`src/rtl/mem_access_unit.sv`:
```
// Data-memory access unit: issues load/store requests, stalls the pipeline until ack, lane-aligns data.
// Optional macro MEM_MISALIGN_TRAP_EN: misaligned half/word accesses raise misalign_fault instead of being aligned.
module mem_access_unit (
    input  logic        clk,
    input  logic        rst,
    input  logic [31:0] alu_result_mem_in,
    input  logic [31:0] read_data2_mem_in,
    input  logic [2:0]  mem_write_mem_in,
    input  logic [3:0]  mem_read_mem_in,
    output logic        dmem_req,
    output logic        dmem_we,
    output logic [31:0] dmem_addr,
    output logic [31:0] dmem_wdata,
    output logic [3:0]  dmem_wstrb,
    input  logic        dmem_ack,
    input  logic [31:0] dmem_rdata,
    output logic [31:0] load_data_out,
`ifdef MEM_MISALIGN_TRAP_EN
    output logic        busywait,
    output logic        misalign_fault
`else
    output logic        busywait
`endif
);

    typedef enum logic [1:0] {S_IDLE, S_REQ, S_DONE} state_t;

    state_t      r_state;
    state_t      w_next;

    logic        r_we;
    logic [31:0] r_addr;
    logic [31:0] r_wdata;
    logic [3:0]  r_wstrb;
    logic        r_is_load;
    logic [2:0]  r_funct3;
    logic [1:0]  r_lane;
    logic [31:0] r_load_data;

    logic        w_is_store;
    logic        w_pending;
    logic        w_accept;
    logic [1:0]  w_size;
    logic [31:0] w_addr_al;

    function automatic logic [31:0] f_store_data(input logic [1:0] size, input logic [31:0] data);
        case (size)
            2'b00:   f_store_data = {4{data[7:0]}};
            2'b01:   f_store_data = {2{data[15:0]}};
            default: f_store_data = data;
        endcase
    endfunction

    function automatic logic [3:0] f_store_strb(input logic [1:0] size, input logic [1:0] lane);
        case (size)
            2'b00:   f_store_strb = 4'b0001 << lane;
            2'b01:   f_store_strb = lane[1] ? 4'b1100 : 4'b0011;
            default: f_store_strb = 4'b1111;
        endcase
    endfunction

    function automatic logic [31:0] f_load_extend(input logic [2:0] funct3, input logic [1:0] lane,
                                                  input logic [31:0] rdata);
        logic [7:0]  b;
        logic [15:0] h;
        b = rdata[{lane, 3'b000} +: 8];
        h = rdata[{lane[1], 4'b0000} +: 16];
        case (funct3)
            3'b000:  f_load_extend = {{24{b[7]}}, b};
            3'b001:  f_load_extend = {{16{h[15]}}, h};
            3'b100:  f_load_extend = {24'b0, b};
            3'b101:  f_load_extend = {16'b0, h};
            default: f_load_extend = rdata;
        endcase
    endfunction

    // Store takes priority when both enables are set; size of a load comes from funct3[1:0].
    assign w_is_store = mem_write_mem_in[2];
    assign w_pending  = mem_write_mem_in[2] | mem_read_mem_in[3];
    assign w_size     = w_is_store ? mem_write_mem_in[1:0] : mem_read_mem_in[1:0];

    always_comb begin
        w_addr_al = alu_result_mem_in;
        if (w_size == 2'b01)
            w_addr_al[0] = 1'b0;
        else if (w_size[1])
            w_addr_al[1:0] = 2'b00;
    end

`ifdef MEM_MISALIGN_TRAP_EN
    logic w_misaligned;
    assign w_misaligned = ((w_size == 2'b01) && alu_result_mem_in[0]) ||
                          (w_size[1] && (alu_result_mem_in[1:0] != 2'b00));
    assign w_accept     = w_pending && !w_misaligned;
`else
    assign w_accept     = w_pending;
`endif

    always_ff @(posedge clk) begin
        if (rst)
            r_state <= S_IDLE;
        else
            r_state <= w_next;
    end

    always_comb begin
        w_next = r_state;
        case (r_state)
            S_IDLE:  if (w_accept) w_next = S_REQ;
            S_REQ:   if (dmem_ack) w_next = S_DONE;
            S_DONE:  w_next = S_IDLE;
            default: w_next = S_IDLE;
        endcase
    end

    always_comb begin
        busywait       = 1'b0;
        dmem_req       = 1'b0;
`ifdef MEM_MISALIGN_TRAP_EN
        misalign_fault = 1'b0;
`endif
        case (r_state)
            S_IDLE: begin
                busywait = w_accept;
`ifdef MEM_MISALIGN_TRAP_EN
                misalign_fault = w_pending && w_misaligned;
`endif
            end
            S_REQ: begin
                busywait = 1'b1;
                dmem_req = 1'b1;
            end
            default: ;
        endcase
    end

    // Request fields are captured once in IDLE so they stay stable for the whole REQ wait.
    always_ff @(posedge clk) begin
        if (rst) begin
            r_we        <= 1'b0;
            r_addr      <= 32'b0;
            r_wdata     <= 32'b0;
            r_wstrb     <= 4'b0;
            r_is_load   <= 1'b0;
            r_funct3    <= 3'b0;
            r_lane      <= 2'b0;
            r_load_data <= 32'b0;
        end else begin
            if (r_state == S_IDLE && w_accept) begin
                r_we      <= w_is_store;
                r_addr    <= {w_addr_al[31:2], 2'b00};
                r_wdata   <= w_is_store ? f_store_data(w_size, read_data2_mem_in) : 32'b0;
                r_wstrb   <= w_is_store ? f_store_strb(w_size, w_addr_al[1:0]) : 4'b0;
                r_is_load <= !w_is_store;
                r_funct3  <= mem_read_mem_in[2:0];
                r_lane    <= w_addr_al[1:0];
            end
            if (r_state == S_REQ && dmem_ack && r_is_load)
                r_load_data <= f_load_extend(r_funct3, r_lane, dmem_rdata);
        end
    end

    assign dmem_we       = r_we;
    assign dmem_addr     = r_addr;
    assign dmem_wdata    = r_wdata;
    assign dmem_wstrb    = r_wstrb;
    assign load_data_out = r_load_data;

endmodule
```
`config.mk`:
```
export PLATFORM = sky130hd
export DESIGN_NAME = mem_access_unit
export DESIGN_NICKNAME = d
export VERILOG_FILES = /design/src/rtl/mem_access_unit.sv
export SDC_FILE = /design/constraint.sdc
export NUM_CORES = 1
export LEC_CHECK = 0
export CAP_MARGIN = 20
export CORE_ASPECT_RATIO = 1.2
export CORE_MARGIN = 2
export CORE_UTILIZATION = 40
export CTS_CLUSTER_DIAMETER = 100
export CTS_CLUSTER_SIZE = 24
export DETAILED_ROUTE_END_ITERATION = 16
export PLACE_DENSITY = 0.79
export SYNTH_ARGS = -nofsm -noshare
export SYNTH_HDL_FRONTEND = slang
export SYNTH_SLANG_ARGS = --single-unit
```
`constraint.sdc`:
```
create_clock -name clk -period 2.3 [get_ports clk]
set_input_delay 0.345 -clock clk [delete_from_list [all_inputs] [get_ports clk]]
set_output_delay 0.345 -clock clk [all_outputs]
set_load 0.05 [all_outputs]
```
# Word level (Yosys, flattened, before mapping)
# Index checks and enable logic that the tools add are counted.
dict set report op_classes {
  add_sub_neg 0
  multipliers 0
  n_div 0
  n_lt_le_gt_ge 0
  eq_ne 7
  n_shift 3
  n_mux 15
  bitwise_logic 1
  reduce_logical 8
}
# cell n
set ops {}
lappend ops {{case mux 32 bit (4 select lines)} 1}
lappend ops {{case mux 32 bit (2 select lines)} 1}
lappend ops {{two-way mux 32 bit} 1}
lappend ops {{variable part select 32 x 6 -> 16 bit} 1}
lappend ops {{variable part select 32 x 6 -> 8 bit} 1}
lappend ops {{two-way mux 2 bit} 4}
lappend ops {{two-way mux 4 bit} 2}
lappend ops {{case mux 4 bit (2 select lines)} 1}
lappend ops {{== test 3 bit, second input constant} 2}
lappend ops {{== test 2 x 1 -> 1 bit, second input constant} 2}
lappend ops {{zero test 2 bit} 2}
lappend ops {{inequality test 2 bit, second input constant} 2}
lappend ops {{case mux 2 bit (2 select lines)} 1}
lappend ops {{<< shifter 1 x 2 -> 4 bit, first input constant} 1}
lappend ops {{== test 3 x 1 -> 1 bit, second input constant} 1}
lappend ops {{logical AND 1 bit} 3}
lappend ops {{zero test 3 bit} 1}
lappend ops {{two-way mux 1 bit} 3}
lappend ops {{case mux 1 bit (2 select lines)} 1}
lappend ops {{AND reduction 2 bit} 1}
lappend ops {{zero test 1 bit} 1}
lappend ops {{bitwise OR 1 bit} 1}
dict set report totals {
  register_bits 107
  latch_bits 0
  ramBits 0
  romBits 0
  inputBits 106
  wordCells 43
  n_memories 0
}

# Depth between registers and ports, before layout
# Gate-level depths: netlist of the first run.
dict set report depth {
  depth_word 6
  mapped_depth 7
  ltp_nobuf 4
}

# Least setup slack after synthesis of the first run
# No wires, ideal clock.
dict set report synth_path {
  path_type {input to output}
  from {in mem_write_mem_in[2]}
  to {out busywait}
  arrival_ns 1.633
  required_time_ns 1.955
  path_slack_ns 0.322
  stages 4
  path_buffers 2
  cell_sequence {clkbuf_1 -> clkbuf_1 -> nor3_1 -> nor2_1}
}
dict set report synth_between {
  elab_chain_cells 2
}
# element line_no
set synth_rtl {}
lappend synth_rtl {{start, declared} 8} ;# input logic [2:0] mem_write_mem_in,
lappend synth_rtl {{bitwise OR 1 bit} 79} ;# assign w_pending = mem_write_mem_in[2] | mem_read_mem_in[3];
lappend synth_rtl {{case mux 1 bit (2 select lines)} 122} ;# case (r_state)
lappend synth_rtl {{end, declared} 22} ;# output logic busywait
# Every way passes these cells.

# Final worst setup path of the first run
dict set report layout_path {
  from {reg r_wdata[30], in the netlist dmem_wdata[30]}
  to {out dmem_wdata[30]}
}
# element line_no
set layout_lines {}
lappend layout_lines {{start, declared} 33} ;# logic [31:0] r_wdata;
lappend layout_lines {{start signal, assigned} 152} ;# r_wdata <= w_is_store ? f_store_data(w_size, read_data2_mem_in) : 32'b0;
lappend layout_lines {{end, declared} 13} ;# output logic [31:0] dmem_wdata,
# No word-level cell between the ends.

==> results of run 1 <==
## sequential cells by signal (all words and copies together), names as in the netlist
register / count
load_data_out: 32
r_state: 2
r_is_load: 1
r_funct3: 3
dmem_we: 1
dmem_wdata: 32
r_lane: 2
dmem_wstrb: 4
dmem_addr: 30
## logic make-up after synthesis
family                 after synthesis
and+or+nand+nor                    204
AOI/OAI and AO/OA                  173
DFF                                107
buffers and inverters               56
muxes                               25
other                                1
## path summary, 6_finish.rpt
| kind | cells after the start | from | to |
|---|---|---|---|
| max | 1 | dmem_wdata[30] | dmem_wdata[30] |
| min | 2 | rst | dmem_addr[2] |
| max reg2reg | 5 | r_lane[0] | load_data_out[18] |
| min reg2reg | 2 | dmem_wdata[5] | dmem_wdata[5] |
## layout by cell type, fill, tap and decap left out, types with 7 or more instances in the layout
master | synthesis | routed
clkdlybuf4s50_1 | 0 | 203
nand2_1 | 123 | 123
dfxtp_1 | 107 | 107
a21oi_1 | 88 | 88
nor2_1 | 31 | 31
a211oi_1 | 31 | 31
buf_4 | 2 | 23
nand3_1 | 18 | 18
o21ai_0 | 16 | 16
mux2i_1 | 15 | 15
o21a_1 | 9 | 9
mux2_2 | 9 | 9
clkbuf_16 | 0 | 9
nand3b_1 | 8 | 8
o221ai_1 | 8 | 8
nor4bb_1 | 7 | 7
o22a_1 | 7 | 7
## synth_stat cells, types with 2 or more instances
cell type	n
buf_4	2
buf_2	4
nand3b_1	8
a21oi_1	88
nand2b_1	3
a211oi_1	31
o22a_1	7
o21a_1	9
nand2_1	123
buf_6	2
clkbuf_1	42
mux2i_1	15
nor4bb_1	7
o221ai_1	8
mux2_2	9
nor3_1	3
a311oi_1	2
a21o_1	2
nand3_1	18
o2111ai_1	2
nor2_1	31
o21ai_0	16
dfxtp_1	107
buf_1	2
inv_1	4
## final cells by class
type / instances / area [um^2]
Sequential cell: 107 / 2142
Tap cell: 157 / 196.4
Clock inverter: 6 / 87.58
Multi-Input combinational cell: 404 / 2277
Clock buffer: 10 / 239.0
Timing Repair Buffer: 230 / 2285
Inverter: 4 / 15.01
Fill cell: 995 / 4218
## power by group through the flow
| stage | registers [mW] | clock network (mW) | logic [mW] |
|---|---|---|---|
| floorplan | 2.45 | 0 | 0.428 |
| global placement | 2.08 | 0 | 1.36 |
| detailed placement | 2.09 | 0 | 1.37 |
| CTS | 2.05 | 1.71 | 1.37 |
| global route | 2.06 | 1.78 | 1.45 |
| finish | 2.05 | 1.67 | 1.37 |
## routing by layer
metal | track usage (%) | part of all wire [%]
met5 | 0 | 0
met1 | 30.20 | 39
met2 | 42.06 | 48
met4 | 10.75 | 3.5
met3 | 7.401 | 9.0
## stage by stage
| step | utilization, % | hold slack, ps | setup slack (ps) | std cells |
|---|---|---|---|---|
| 6_report | 63.19 | 432.6 | 392.1 | 918 |
| 5_1_grt | 63.19 | 431.0 | 320.1 | 918 |
| 4_1_cts | 63.19 | 413.0 | 373.4 | 918 |
| 3_5_place_dp | 60.35 | 446.4 | 145.6 | 902 |
| 3_3_place_gp | 60.35 | 438.2 | 175.8 | 902 |
| 2_1_floorplan | - | 457.7 | 322.0 | 567 |
==> flow_summary.json, run 1 <==
{
  "yosysTopAreaCell": "dfxtp_1",
  "post_dp_cell_area_um2": 6915,
  "hold_class": "input port to flop",
  "path_cells": "clkdlybuf4s50_1",
  "vias": 4945,
  "cp.required_ps": 1960,
  "critical-path-slowest-cell": "clkdlybuf4s50_1",
  "cts_root_buffer": "clkbuf_16",
  "syn2layout_area_growth_pct": 56.01,
  "synth_top_area_share_pct": 46.15,
  "total_leakage_power_nw": 2.601,
  "p_sw_share_pct": 31.29,
  "grt_pass1_vias": 4851,
  "cts_sinks": 107,
  "critPathKind": "flop to output pin",
  "overflow": 0,
  "drive_gt1_share_pct": 7.753,
  "die_area_um2": 12490,
  "slowest_delay_ps": 830,
  "internal_power_mw": 3.502,
  "cp_max_fo": 2,
  "ant_nets": 0,
  "finalPower_mw": 5.097,
  "yosys-top-cells-area": "dfxtp_1 46%, nand2_1 9.9%, a21oi_1 9.5%",
  "rsz0062_at_grt": "no",
  "drc": 0,
  "die_x_um": 102.3,
  "synthArstFlopShare_pct": 0,
  "die_h_um": 122.0,
  "cp_top_family": "buffers and inverters",
  "end_kind": "output pin",
  "place_congestion": 0.8996,
  "drt_iter0_markers": 236,
  "maxCapViolCount": 0,
  "ys_warn_count": 0,
  "routedWlPerCell_um": 17.41,
  "n_antenna_cell": 0,
  "finalCritPeriodShare_pct": 82.95,
  "fin_area_um2": 7242,
  "io_pins": 209,
  "synth_top_family_by_area": "compound AO/OA/AOI/OAI gates",
  "seq_power_share_pct": 40.2,
  "switching_power_mw": 1.595,
  "power_frac_clock_pct": 32.8,
  "ys_seq_area_share_pct": 46.15,
  "cts_max_level": 3,
  "clock_skew_ps": 7.378,
  "maxSlewHeadroom_pct": 52.29,
  "clockBufferDepth": 2,
  "status": "finished clean",
  "grt_pass1_wl_um": 24780,
  "post_synth_xor_area_fraction_pct": 0,
  "cts.clk_slew.worst_paths_ps": 70,
  "drt-pass1-iter-count": 5,
  "pwr_density_cell_nw_per_um2": 703.8,
  "vias_per_cell": 5.387,
  "synthMuxAreaShare_pct": 5.903,
  "finalSetupViolCount": 0,
  "cts_tree": "built",
  "peakVddDrop_v": 0.0004014,
  "synth_simple_gate_area_share_pct": 19.84,
  "fmax_ghz": 0.5241,
  "synth_edf_count": 0,
  "hpwl_um": 11890,
  "slew_violations": 0,
  "cts_resized": 0,
  "syn_inst": 566,
  "cts_hold_buf": 0,
  "arrival_ps": 1560,
  "synthesis.area_um2": 4642,
  "numPortBuffers": 206,
  "worst_pin_slew_ps": 712.3,
  "start_kind": "flop",
  "ys_seq_elements": 107,
  "start_util_pct": 40.51,
  "grtUsageTotal_pct": 25.29,
  "synthAdderAreaFrac_pct": 0,
  "synth.distinct_cells": 46,
  "grt_max_degree": 43,
  "crit_buf_inv": 1,
  "finalHoldViolCount": 0,
  "wl_um": 15980,
  "power_frac_comb_pct": 27.0,
  "coreArea_um2": 11460,
  "clk_latency_ps": 340,
  "cts_setup_buffers": 0,
  "synth_compound_area_share_pct": 22.91,
  "synth-main-ff-cell": "dfxtp_1",
  "syn_avg_cell_area_um2": 8.201,
  "antenna_found_initial": 0,
  "r2r_slack_ps": 570,
  "fin_crit_ps": 1908,
  "num_rows": 43,
  "setup_tns_ps": 0,
  "num-nets-final": 862,
  "cts_made_buffers": 9
}
(Power assumes the default switching activity.)
==> inputs of run 2 (changes only) <==
==> constraint.sdc (replaced) <==
create_clock -name clk -period 1.8 [get_ports clk]
set_input_delay 0.27 -clock clk [delete_from_list [all_inputs] [get_ports clk]]
set_output_delay 0.27 -clock clk [all_outputs]
set_load 0.05 [all_outputs]
==> flow_summary.json, run 2 (synthesis gave the netlist of run 1 again) <==
{
  "post_dp_cell_area_um2": 6978,
  "hold_class": "input port to flop",
  "die_h_um": 122.0,
  "start_kind": "flop",
  "layout_common_cells": "129 x clkdlybuf4s50_1, 123 x nand2_1, 107 x dfxtp_1, 88 x a21oi_1, 51 x buf_4",
  "cts_made_buffers": 9,
  "fmax_ghz": 0.5637,
  "syn2layout_area_growth_pct": 59.60,
  "dr_wl_met3_um": 1195,
  "die_area_um2": 12490,
  "critPathKind": "flop to output pin",
  "cts.clk_slew.worst_paths_ps": 70,
  "cts_setup_buffers": 0,
  "seq_power_share_pct": 39.8,
  "stdcell_count": 927,
  "cp_top_family": "buffers and inverters",
  "drt-pass1-iter-count": 5,
  "coreArea_um2": 11460,
  "wl_um": 15880,
  "maxSlewHeadroom_pct": 52.87,
  "cts_max_level": 3,
  "switching_power_mw": 2.093,
  "cp_max_fo": 2,
  "clockBufferDepth": 2,
  "cts_sinks": 107,
  "place_congestion": 0.8748,
  "power_frac_comb_pct": 27.2,
  "io_pins": 209,
  "status": "finished clean",
  "fin_crit_ps": 1774,
  "grt_pass1_wl_um": 23890,
  "start_util_pct": 40.51,
  "n_fill_cell": 945,
  "critical-path-slowest-cell": "clkdlybuf4s50_1",
  "path_cells": "clkdlybuf4s50_1",
  "worst_pin_slew_ps": 703.7,
  "drive_gt1_share_pct": 12.08,
  "fin_area_um2": 7408,
  "finalSetupViolCount": 0,
  "final_core_util_pct": 64.65,
  "finalHoldViolCount": 0,
  "vias_per_cell": 5.312,
  "crit_buf_inv": 1,
  "slowest_delay_ps": 820,
  "dr_wl_met2_um": 7991,
  "pwr_density_cell_nw_per_um2": 884.8,
  "overflow": 0,
  "cts_tree": "built",
  "end_kind": "output pin",
  "num-nets-final": 871,
  "clock_skew_ps": 7.461,
  "num_rows": 43,
  "dp.cells": 911,
  "numPortBuffers": 206,
  "clk_latency_ps": 350,
  "grt_pass1_vias": 4846,
  "cp.required_ps": 1530,
  "n_antenna_cell": 0,
  "routedWlPerCell_um": 17.13,
  "drc": 0,
  "cts_resized": 6,
  "cts_hold_buf": 0,
  "internal_power_mw": 4.462,
  "die_x_um": 102.3,
  "peakVddDrop_v": 0.0005856,
  "grt_max_degree": 79,
  "vias": 4924,
  "p_sw_share_pct": 31.93,
  "slew_violations": 0,
  "arrival_ps": 1500,
  "drt_iter0_markers": 251,
  "finalCritPeriodShare_pct": 98.55,
  "antenna_found_initial": 0,
  "met1_length_um": 6153,
  "top_layer": "met4",
  "ant_nets": 0,
  "maxCapViolCount": 0,
  "grtUsageTotal_pct": 24.47,
  "layout_commonest_cell": "clkdlybuf4s50_1",
  "power_frac_clock_pct": 32.9,
  "total_leakage_power_nw": 3.482,
  "cts_root_buffer": "clkbuf_16",
  "hpwl_um": 11780
}
==> run 2: worst paths after layout <==
kind | slack, ps | cells after the start | from | end
worst max-delay path | 30 | 1 | dmem_addr[30] | dmem_addr[30]
worst min-delay path | 330 | 2 | rst | load_data_out[18]
worst max register to register | 90 | 5 | r_lane[0] | load_data_out[16]
worst min register to register | 450 | 2 | dmem_wdata[20] | dmem_wdata[20]
==> run 2: through the flow <==
stage	setup TNS, ps	power [mW]	worst slack (ps)	hold WS, ps
2_1_floorplan	0	3.676	29.84	406.0
3_3_place_gp	-5138	4.428	-229.3	437.8
3_5_place_dp	-6247	4.459	-252.1	442.4
4_1_cts	0	6.601	0.6900	316.9
5_1_grt	-34.34	6.813	-23.87	334.4
6_report	0	6.555	26.07	331.8
==> run 2: metal layers <==
metal  vias to the layer above  GRT usage (%)
met3                        41          6.483
li1                       2380              -
met4                         0          10.92
met2                       229          41.78
met5                         -              0
met1                      2274          28.50
==> run 2: layout make-up <==
class,instances,area (um^2),share of cell area [%]
Multi-Input combinational cell,404,2281,30.79
Clock inverter,7,98.84,1.334
Tap cell,157,196.4,2.652
Sequential cell,107,2142,28.91
Clock buffer,9,225.2,3.040
Timing Repair Buffer,239,2450,33.07
Inverter,4,15.01,0.2027
==> run 2: power by group through the flow <==
| stage | Clock (mW) | Combinational [mW] | Sequential [mW] |
|---|---|---|---|
| 6_report | 2.16 | 1.79 | 2.61 |
| 5_1_grt | 2.29 | 1.89 | 2.63 |
| 4_1_cts | 2.20 | 1.79 | 2.61 |
| 3_5_place_dp | 0 | 1.79 | 2.67 |
| 3_3_place_gp | 0 | 1.77 | 2.66 |
| 2_1_floorplan | 0 | 0.547 | 3.13 |
